**src/rtl/fft_stage_controller.sv**
```systemverilog
// fft_stage_controller
// Walks one shared radix-2 butterfly unit through every butterfly of an
// in-place N-point decimation-in-time FFT (N = 2**LOG2N).  Samples are
// already in bit-reversed order in RAM.  For each butterfly the controller
// issues a read of both legs with the matching twiddle index.  It then
// raises bf_new_input and waits for bf_ready before writing both legs back
// to the addresses it read from.
//
// Ports
//   clk          clock
//   rst_n        asynchronous active-low reset
//   start        pulse, begins a transform when idle (ignored while busy)
//   bf_ready     butterfly result ready, only looked at while waiting
//   busy         high from start acceptance until done / error abort
//   done         one-cycle pulse after the last write-back
//   error        sticky wait-timeout flag, cleared by the next accepted start
//   rd_en        RAM read strobe for both legs
//   rd_addr_a/b  upper / lower leg read addresses
//   wr_en        RAM write strobe for both legs
//   wr_addr_a/b  upper / lower leg write addresses
//   twiddle_num  twiddle index (4 bits) to the butterfly
//   bf_new_input new-input flag to the butterfly
//   stage        current stage, for status / debug
module fft_stage_controller #(
    parameter int LOG2N   = 4,
    parameter int TIMEOUT = 15
) (
    input  logic             clk,
    input  logic             rst_n,
    input  logic             start,
    input  logic             bf_ready,
    output logic             busy,
    output logic             done,
    output logic             error,
    output logic             rd_en,
    output logic [LOG2N-1:0] rd_addr_a,
    output logic [LOG2N-1:0] rd_addr_b,
    output logic             wr_en,
    output logic [LOG2N-1:0] wr_addr_a,
    output logic [LOG2N-1:0] wr_addr_b,
    output logic [3:0]       twiddle_num,
    output logic             bf_new_input,
    output logic [2:0]       stage
);

    localparam int JW = LOG2N - 1;            // butterfly index width (N/2 butterflies)
    localparam int CW = $clog2(TIMEOUT + 1);  // wait counter width

    localparam logic [2:0]       S_LAST = 3'(LOG2N - 1);
    localparam logic [JW-1:0]    J_LAST = {JW{1'b1}};
    localparam logic [JW-1:0]    J_ZERO = {JW{1'b0}};
    localparam logic [JW-1:0]    J_ONE  = JW'(32'd1);
    localparam logic [CW-1:0]    W_LAST = CW'(TIMEOUT - 1);
    localparam logic [CW-1:0]    W_ZERO = {CW{1'b0}};
    localparam logic [CW-1:0]    W_ONE  = CW'(32'd1);
    localparam logic [LOG2N-1:0] ONE_A  = LOG2N'(32'd1);

    typedef enum logic [2:0] {
        ST_IDLE  = 3'd0,
        ST_READ  = 3'd1,
        ST_WAIT  = 3'd2,
        ST_WRITE = 3'd3,
        ST_DONE  = 3'd4
    } state_t;

    state_t            state_r, state_s;
    logic [2:0]        s_r, s_s;
    logic [JW-1:0]     j_r, j_s;
    logic [CW-1:0]     wcnt_r, wcnt_s;

    logic              busy_r, busy_s;
    logic              done_r, done_s;
    logic              error_r, error_s;
    logic              rd_en_r, rd_en_s;
    logic              wr_en_r, wr_en_s;
    logic              bf_new_r, bf_new_s;
    logic [LOG2N-1:0]  rd_addr_a_r, rd_addr_a_s;
    logic [LOG2N-1:0]  rd_addr_b_r, rd_addr_b_s;
    logic [LOG2N-1:0]  wr_addr_a_r, wr_addr_a_s;
    logic [LOG2N-1:0]  wr_addr_b_r, wr_addr_b_s;
    logic [3:0]        tw_r, tw_s;
    logic [2:0]        stage_r, stage_s;

    // Address generation for the butterfly that is about to be read.
    logic [LOG2N-1:0]  j_ext_s, h_s, pos_s, grp_s, addr_a_s, addr_b_s;
    logic [3:0]        tw_calc_s;

    // FSM next state, loop counters and next values of the control outputs.
    always_comb begin
        state_s  = state_r;
        s_s      = s_r;
        j_s      = j_r;
        wcnt_s   = wcnt_r;
        busy_s   = busy_r;
        error_s  = error_r;
        done_s   = 1'b0;
        rd_en_s  = 1'b0;
        wr_en_s  = 1'b0;
        bf_new_s = 1'b0;
        case (state_r)
            ST_IDLE: begin
                if (start) begin
                    error_s = 1'b0;
                    busy_s  = 1'b1;
                    s_s     = 3'd0;
                    j_s     = J_ZERO;
                    rd_en_s = 1'b1;
                    state_s = ST_READ;
                end else begin
                    state_s = ST_IDLE;
                end
            end
            ST_READ: begin
                bf_new_s = 1'b1;
                wcnt_s   = W_ZERO;
                state_s  = ST_WAIT;
            end
            ST_WAIT: begin
                if (bf_ready) begin
                    // Dropping bf_new_input here also resets the butterfly's
                    // internal counter for the next operand pair.
                    wr_en_s = 1'b1;
                    state_s = ST_WRITE;
                end else if (wcnt_r == W_LAST) begin
                    error_s = 1'b1;
                    busy_s  = 1'b0;
                    state_s = ST_IDLE;
                end else begin
                    wcnt_s   = wcnt_r + W_ONE;
                    bf_new_s = 1'b1;
                end
            end
            ST_WRITE: begin
                if (j_r == J_LAST) begin
                    j_s = J_ZERO;
                    if (s_r == S_LAST) begin
                        done_s  = 1'b1;
                        state_s = ST_DONE;
                    end else begin
                        s_s     = s_r + 3'd1;
                        rd_en_s = 1'b1;
                        state_s = ST_READ;
                    end
                end else begin
                    j_s     = j_r + J_ONE;
                    rd_en_s = 1'b1;
                    state_s = ST_READ;
                end
            end
            ST_DONE: begin
                busy_s  = 1'b0;
                state_s = ST_IDLE;
            end
            default: begin
                busy_s  = 1'b0;
                s_s     = 3'd0;
                j_s     = J_ZERO;
                state_s = ST_IDLE;
            end
        endcase
    end

    // Leg addresses and twiddle from the next stage / butterfly counters:
    // h = 2**s, pos = j mod h, grp = j / h, a = grp*2h + pos, b = a + h.
    always_comb begin
        j_ext_s   = {1'b0, j_s};
        h_s       = ONE_A << s_s;
        pos_s     = j_ext_s & (h_s - ONE_A);
        grp_s     = j_ext_s >> s_s;
        addr_a_s  = (grp_s << (s_s + 3'd1)) + pos_s;
        addr_b_s  = addr_a_s + h_s;
        tw_calc_s = 4'(pos_s) << (S_LAST - s_s);
    end

    // Next values of the address outputs: reads latch new addresses, writes
    // reuse the addresses of the butterfly just read, otherwise hold.
    always_comb begin
        if (rd_en_s) begin
            rd_addr_a_s = addr_a_s;
            rd_addr_b_s = addr_b_s;
            tw_s        = tw_calc_s;
        end else begin
            rd_addr_a_s = rd_addr_a_r;
            rd_addr_b_s = rd_addr_b_r;
            tw_s        = tw_r;
        end
        if (wr_en_s) begin
            wr_addr_a_s = rd_addr_a_r;
            wr_addr_b_s = rd_addr_b_r;
        end else begin
            wr_addr_a_s = wr_addr_a_r;
            wr_addr_b_s = wr_addr_b_r;
        end
        stage_s = s_s;
    end

    // State, counters and registered outputs.
    always_ff @(posedge clk or negedge rst_n) begin
        if (!rst_n) begin
            state_r     <= ST_IDLE;
            s_r         <= 3'd0;
            j_r         <= J_ZERO;
            wcnt_r      <= W_ZERO;
            busy_r      <= 1'b0;
            done_r      <= 1'b0;
            error_r     <= 1'b0;
            rd_en_r     <= 1'b0;
            wr_en_r     <= 1'b0;
            bf_new_r    <= 1'b0;
            rd_addr_a_r <= {LOG2N{1'b0}};
            rd_addr_b_r <= {LOG2N{1'b0}};
            wr_addr_a_r <= {LOG2N{1'b0}};
            wr_addr_b_r <= {LOG2N{1'b0}};
            tw_r        <= 4'd0;
            stage_r     <= 3'd0;
        end else begin
            state_r     <= state_s;
            s_r         <= s_s;
            j_r         <= j_s;
            wcnt_r      <= wcnt_s;
            busy_r      <= busy_s;
            done_r      <= done_s;
            error_r     <= error_s;
            rd_en_r     <= rd_en_s;
            wr_en_r     <= wr_en_s;
            bf_new_r    <= bf_new_s;
            rd_addr_a_r <= rd_addr_a_s;
            rd_addr_b_r <= rd_addr_b_s;
            wr_addr_a_r <= wr_addr_a_s;
            wr_addr_b_r <= wr_addr_b_s;
            tw_r        <= tw_s;
            stage_r     <= stage_s;
        end
    end

    assign busy         = busy_r;
    assign done         = done_r;
    assign error        = error_r;
    assign rd_en        = rd_en_r;
    assign wr_en        = wr_en_r;
    assign bf_new_input = bf_new_r;
    assign rd_addr_a    = rd_addr_a_r;
    assign rd_addr_b    = rd_addr_b_r;
    assign wr_addr_a    = wr_addr_a_r;
    assign wr_addr_b    = wr_addr_b_r;
    assign twiddle_num  = tw_r;
    assign stage        = stage_r;

endmodule

```
**config.mk**
```make
export PLATFORM = sky130hd
export DESIGN_NAME = fft_stage_controller
export DESIGN_NICKNAME = d
export VERILOG_FILES = /design/src/rtl/fft_stage_controller.sv
export SDC_FILE = /design/constraint.sdc
export NUM_CORES = 1
export LEC_CHECK = 0
export BUFFER_PORTS_ARGS = -buffer_cell sky130_fd_sc_hd__buf_4
export CAP_MARGIN = 10
export CORE_AREA = 2 2 72 67
export DETAILED_ROUTE_END_ITERATION = 7
export DIE_AREA = 0 0 74 69
export GPL_ROUTABILITY_DRIVEN = 0
export PLACE_DENSITY = 0.76
export SYNTH_ARGS = -nofsm -noshare
export SYNTH_HDL_FRONTEND = slang
export SYNTH_SLANG_ARGS = --single-unit
```
**constraint.sdc**
```tcl
create_clock -name clk -period 9.29 [get_ports clk]
set_input_delay 1.3935 -clock clk [delete_from_list [all_inputs] [get_ports clk]]
set_output_delay 1.3935 -clock clk [all_outputs]
set_load 0.005 [all_outputs]
```
# == Word level (Yosys, flattened, before mapping) ==
# Cells that the tools add are included.
# classes
eq_ne,12
bitwise,2
addsub,8
n_reduce_logical,8
mux,36
shifts,4
# op_table
operator,n
$mux W3,9
$pmux W3 S3,2
$mux W1,17
$pmux W3 S4,1
$add A3 B1 Y3 const B,3
$eq A3 B2 Y1 const B,3
$add A4 B4 Y4,2
$mux W4,2
$ne A2 B2 Y1 const B,4
$pmux W4 S2,1
$reduce_and A4 Y1,2
$shl A4 B3 Y4,2
$eq A3 B3 Y1 const B,2
$pmux W1 S2,3
$add A4 B1 Y4 const B,1
$and A3 B4 Y4,1
$eq A4 B4 Y1 const B,1
$reduce_bool A2 Y1,2
$shl A1 B3 Y4 const A,1
$shr A3 B3 Y4,1
$sub A4 B1 Y4 const B,1
$eq A3 B1 Y1 const B,1
$logic_not A3 Y1,1
$ne A3 B3 Y1 const B,1
6 further kinds,6
# totals
word_cells,85
input_bits,4
regBits,39

# == Depth between registers and ports, before layout ==
# Gate-level depths: netlist (run 1).
# depth
ltp_word,9
ltp_mapped,22
ltp_nobuf,22

# == Least setup slack after synthesis (run 1) ==
# OpenSTA, ideal clock, no wires.
# synth_path
kind,input port to flip-flop
start,input start
end,register rd_addr_b_r[3] (netlist: rd_addr_b[3])
path_buffers,0
stages,20
slack_ns,4.011
arrival_ns,5.197
setup_ns,0.082
path_cell_list,or4b_4 -> nand3_2 -> mux2_4 -> inv_4 -> ha_1 -> ha_1 -> nand2_1 -> or2_1 -> nor3_1 -> ha_1 -> inv_1 -> fa_1 -> inv_1 -> ha_1 -> a21o_1 -> a21oi_1 -> xnor2_1 -> xor2_1 -> or3_1 -> a31oi_1
# synth_via
elab_chain_len,7
# synth_lines
element,line,rtl
from (decl),30,"input logic start,"
$mux W3 *,102,if (start) begin
$pmux W3 S3 *,100,case (state_r)
net s_s[1],67,"logic [2:0] s_r, s_s;"
$shl A1 B3 Y4,167,h_s = ONE_A << s_s;
$sub A4 B1 Y4,168,pos_s = j_ext_s & (h_s - ONE_A);
$and A3 B4 Y4,168,
$add A4 B4 Y4 *,170,addr_a_s = (grp_s << (s_s + 3'd1)) + pos_s;
net addr_a_s[1],85,"logic [LOG2N-1:0] j_ext_s, h_s, pos_s, grp_s, addr_a_s, addr_b_s;"
$add A4 B4 Y4 *,171,addr_b_s = addr_a_s + h_s;
to (signal assigned),211,rd_addr_b_r <= {LOG2N{1'b0}};
to (signal assigned),228,rd_addr_b_r <= rd_addr_b_s;
to (decl),78,"logic [LOG2N-1:0] rd_addr_b_r, rd_addr_b_s;"
# The timed path passes the listed nets; every way through them passes the cells marked *.
# A chain may end at the register's enable or synchronous reset.

# == Final worst setup path (run 1) ==
# Same ends and word-level chain as after synthesis.

==> impl_metrics.ini, run 1 <==
[timing]
max_freq_mhz = 189
min_period_ps = 5290
tightest_slew_ps = 585
rsz0062_at_grt = no
fin_hold_ws_ps = 484
hold_viol = 0
fin_tns_setup_ps = 0
setup_ws_ps = 4000
fin_crit_sh_pct = 56.9
setup_viol = 0
slew_violations = 0
skew_ps = 5.84
maxSlewHeadroom_pct = 61.0

[die]
die_area_um2 = 5110
io_pins = 33
fp.dieH_um = 69
core_um2 = 4350
row_count = 23
start_util_pct = 53.9
die_x_um = 74

[worst_hold_path]
hp-class = reg -> reg
whs_path_depth = 2
min_from = twiddle_num[0]

[detailed_routing]
drt-pass1-iter-count = 4
avgRoutedWirePerCell_um = 13.9
drc = 0
drt_first_iter_violations = 65
via_per_inst = 5.28
ant_nets = 0
wirelength_um = 4510
dr_total_vias = 1711

[cts]
cts_tree = yes
cts.sinks = 39
cts_resized = 0
path_clk_slew_ps = 70
clk_latency_ps = 290
post_cts_buffers = 0
clockRootBuffer = clkbuf_8
postCtsHoldBufs = 0
cts_htree_levels = 2
clock_path_buffers = 2
numCtsBuffers = 5

[critical_path]
crit_top_cell = ha_1
cp_num_cells = 21
cpPeakStageDelay_ps = 540
slowest_stage = fa_1
worstSetupPathType = in -> reg
crit_start = start
crit_required_ps = 9500
reg2reg_from = j_r[0]
start_kind = input pin
cp_max_fo = 10
crit_path_end_kind = flop
crit_buf_inv = 3
cp.arrival_ps = 5500
rr_worst_depth = 22
crit_chain = buf_4, and2b_1, nor2_2, o21ai_1, nand2_2, ha_1, ha_1, nand2_1, or2_1, nor3_1, ha_1, inv_1, fa_1, inv_1, ha_1, a21o_1, a21oi_1, xnor2_1, xor2_1, or3_1, a31oi_1
path_delay_family = adder cells

[finish]
drive_gt1_share_pct = 24.8
mostFrequentLayoutCells = 39 x dfrtp_1, 32 x buf_4, 29 x nand2_1
design_area_um2 = 2710
diodes = 0
final_common_cell = dfrtp_1
fin_nets = 285
area_delta_synth_final_pct = 15.6

[power_and_ir_drop]
peakVddDrop_uv = 101
p_total_w = 0.000631
leakage_nw = 1.36
p_per_area_nw_per_um2 = 233

[synth]
ys_seq_elements = 39
synth_edf_count = 0
ys_seq_area_share_pct = 41.7
synthCells = 228
async_reset_ff_share_pct = 100
yosysUniqueCellTypes = 55
ys.flop_type = dfrtp_1
syn_avg_cell_area_um2 = 10.3
syn_nets = 252
yosysWarnings = 0
synth_area_um2 = 2340

[placement]
dp_worst_setup_slack_ps = 3690
portBuffers = 32
dp_hpwl_um = 3360
placed_cell_area_um2 = 2630

[grt]
grt_max_degree = 40
grt.total_usage_pct = 19.4
antenna_found_initial = 0
first_global_vias = 1588
grt_pass1_wl_um = 7580
grt_overflow_total = 0

[flow_run]
cap_violations = 0

[run_status]
status = complete, no violations
-- worst min-delay path: stages (launching register included) --
cell and delay, ps:
dfrtp_1 350, nand2_1 50, o31ai_1 60
-- sequential cells by signal (all words and copies together) (netlist names) --
name,flops
wr_addr_a,4
stage,3
busy,1
rd_en,1
twiddle_num,4
bf_new_input,1
state_r,3
rd_addr_b,4
j_r,3
rd_addr_a,4
wr_addr_b,4
wcnt_r,4
wr_en,1
done,1
error,1
-- final timing paths --
kind / slack [ps] / to
max: 4000 / rd_addr_b[3]
max reg2reg: 4190 / rd_addr_b[3]
min in group asynchronous: 1060 / wcnt_r[2]
max in group asynchronous: 7890 / rd_addr_b[0]
min reg2reg: 480 / twiddle_num[0]
min: 480 / twiddle_num[0]
-- per-stage QoR --
stage	std cells	utilization, %
3_3_place_gp	316	60.4
4_1_cts	324	62.3
6_report	324	62.3
2_1_floorplan	228	-
5_1_grt	324	62.3
3_5_place_dp	316	60.4
-- report_power, final --
group,internal (W),switching [W],leakage [nW],total (W)
registers,0.000215,0.0000456,0.514,0.000261
logic,0.000125,0.000135,0.804,0.000260
clock network,0.0000527,0.0000574,0.0422,0.000110
total,0.000393,0.000238,1.36,0.000631
-- per-layer routing --
metal / up-vias / part of all wire [%] / GRT usage (%)
li1: 859 / - / -
met1: 816 / 50 / 27.2
met2: 30 / 45 / 28.5
met3: 6 / 3.7 / 4.82
met4: 0 / 2.0 / 8.08
met5: - / 0 / 0
-- cells by family (layout without fill, tap and decap cells) --
kind of cell,count (synthesis),after routing,synth area share (%)
fa+ha+maj,20,20,11.3
mux,16,16,7.85
simple gates,88,88,20.4
buf+inv,21,55,3.95
compound gates,36,36,11.9
xor+xnor,8,8,2.99
flops,39,39,41.7
-- synth_stat cells, types with 2 or more instances --
library cell | instances | area (µm²)
mux2_2 | 9 | 101
mux2i_1 | 3 | 30.0
clkbuf_1 | 4 | 15.0
ha_1 | 18 | 225
and2_1 | 5 | 31.3
nand3_2 | 2 | 20.0
nor2_1 | 14 | 52.6
or3_1 | 2 | 12.5
nand2b_1 | 4 | 25.0
fa_1 | 2 | 40.0
nor2_2 | 2 | 12.5
o31ai_2 | 2 | 25.0
nor3b_1 | 2 | 15.0
nand4_1 | 4 | 25.0
or2_1 | 2 | 12.5
and2b_1 | 2 | 15.0
dfrtp_1 | 39 | 976
and4_1 | 2 | 17.5
mux2_1 | 2 | 22.5
nand3_1 | 5 | 25.0
a21oi_1 | 3 | 15.0
nand2_1 | 29 | 109
xnor2_1 | 3 | 26.3
o31ai_1 | 2 | 15.0
a21boi_0 | 2 | 15.0
and3_1 | 4 | 25.0
xor2_1 | 5 | 43.8
inv_1 | 12 | 45.0
nor3_1 | 2 | 10.0
o21ai_1 | 4 | 20.0
a21o_1 | 3 | 22.5
o21ai_0 | 9 | 45.0
mux2_4 | 2 | 30.0
nor2b_1 | 2 | 12.5
-- area by class of cell --
cell class                 instances  area, µm²
clock buffer                       7       76.3
multi-input combinational        168       1270
fill                             363       1640
sequential                        39        976
tap                               62       77.6
clock inverter                     1       5.00
timing repair buffer              32        240
inverter                          15       58.8
(Power assumes the default switching activity.)
==> inputs of run 2 (changes only) <==
CORE_AREA = 2 2 74 69   (was 2 2 72 67)
DIE_AREA = 0 0 76 71   (was 0 0 74 69)
PLACE_DENSITY = 0.75   (was 0.76)
clock period = 4.4 ns   (was 9.29 ns; I/O delays follow)
==> run 2 against run 1 <==
Critical path depth fell by 1. Final cell count grew 10%. Clock power increased to 3.2 times the previous value. Hold slack worse by 150 ps. Global-route usage down 0.084 points. Sequential power grew 110%. Power is 150% higher. Non-clock buffer count is 31 higher. Count of clock-buffer cells in the layout fell by 1. Sequential cell count did not move. Sequential share of layout area is 4.2 points lower. Largest cell class unchanged.
==> impl_metrics.ini, run 2 (same netlist as run 1, synthesis figures left out) <==
[timing]
setup_viol = 0
tightest_slew_ps = 558
rsz0062_at_grt = yes
fin_hold_ws_ps = 330
maxSlewHeadroom_pct = 62.8
fin_crit_sh_pct = 98.2
min_period_ps = 4320
slew_violations = 0
max_freq_mhz = 231
hold_viol = 0
setup_ws_ps = 78.5
skew_ps = 3.77

[grt]
grt.total_usage_pct = 19.3
grt_pass1_wl_um = 8270
grt.busiest_layer = met2
grt_overflow_total = 0
use_met3_pct = 3.83
first_global_vias = 1781
grt_max_degree = 40
antenna_found_initial = 0
grt.met2_usage_pct = 32.0
met1_usage_pct = 25.0

[die]
core_um2 = 4650
io_pins = 33
die_area_um2 = 5400
start_util_pct = 50.3
die_x_um = 76
row_count = 24
fp.dieH_um = 71

[detailed_routing]
drc = 0
avgRoutedWirePerCell_um = 13.6
wirelength_um = 4860
dr_total_vias = 1854
drt-pass1-iter-count = 4
ant_nets = 0
via_per_inst = 5.18
drt_first_iter_violations = 79

[critical_path]
worstSetupPathType = reg -> reg
cp_max_fo = 5
cp.arrival_ps = 4540
crit_chain = ha_2, ha_4, and2_4, nand3_1, mux2_4, buf_4, ha_1, or2_1, nor3_2, ha_2, inv_1, fa_1, inv_1, ha_1, a21o_1, a21oi_2, xnor2_1, xor2_1, or3_1, a31oi_1
cpPeakStageDelay_ps = 490
crit_path_end_kind = flop
crit_required_ps = 4610
start_kind = flop
slowest_stage = fa_1

[cts]
numCtsBuffers = 5
postCtsHoldBufs = 0
clk_latency_ps = 290
clockRootBuffer = clkbuf_8
cts.sinks = 39
clock_path_buffers = 2
cts_htree_levels = 2
cts_tree = yes
path_clk_slew_ps = 80

[finish]
n_fill_cell = 364
diodes = 0
final-seq-area_um2 = 976
drive_gt1_share_pct = 36.9
design_area_um2 = 3060
mostFrequentLayoutCells = 63 x buf_4, 39 x dfrtp_1, 28 x nand2_1
final_common_cell = buf_4
fin_nets = 316
final_cells = 358
multi_input_area_um2 = 1340
area_delta_synth_final_pct = 30.8

[flow_run]
cap_violations = 0

[placement]
dp_worst_setup_slack_ps = -54.3
dp.cells = 345
placed_cell_area_um2 = 2880
portBuffers = 32
dp_hpwl_um = 3660

[worst_hold_path]
hp-class = in -> async

[power_and_ir_drop]
p_total_w = 0.00155
leakage_nw = 1.53
peakVddDrop_uv = 309
p_per_area_nw_per_um2 = 507

[run_status]
status = complete, no violations
[run 2: worst paths after layout]
kind	slack (ps)	endpoint	depth (start not counted)	start
max in group asynchronous	3720	rd_addr_a[2]	1	rst_n
hold reg to reg	490	twiddle_num[0]	2	twiddle_num[0]
setup / recovery	80	rd_addr_b[3]	20	j_r[0]
min in group clk	490	twiddle_num[0]	2	twiddle_num[0]
setup reg to reg	80	rd_addr_b[3]	20	j_r[0]
hold / removal	330	j_r[0]	1	rst_n
[run 2: layout make-up]
class	instances	area share [%]
clock buffers	6	2.37
clock inverters	2	1.96
inverters	15	2.00
multi-input cells	168	43.7
flip-flops and latches	39	31.9
well taps	65	2.66
repair buffers	63	15.4
[run 2: where the power goes]
part           switching, W  internal (W)  leakage [nW]
clock network      0.000125      0.000227        0.0654
registers         0.0000866      0.000454         0.514
logic              0.000321      0.000340         0.950
[run 2: through the flow]
step           TNS (ps)  utilization (%)
6_report              0             65.8
5_1_grt            -193             65.8
4_1_cts               0             64.8
3_5_place_dp      -54.3             61.8
3_3_place_gp          0             61.8
2_1_floorplan         0                -
[run 2: critical path: cells and delay by family, from the launching register on]
kind | cells | cell delay (ps)
fa+ha+maj | 6 | 1620
mux | 1 | 340
flops | 1 | 400
compound gates | 3 | 420
simple gates | 5 | 960
buf+inv | 3 | 270
xor+xnor | 2 | 240
[run 2: timing repair]
item                       4_1_cts  5_1_grt
setup buffers                    1        4
pin swaps                        0        8
gates resized for setup          0        4
setup endpoints to repair        1        1
[run 2: layer usage]
metal	part of all wire, %	up-vias	wire (µm)
li1	-	924	-
met1	47	873	2290
met2	46	47	2230
met3	4.4	10	213
met4	2.6	0	127
met5	0	-	0
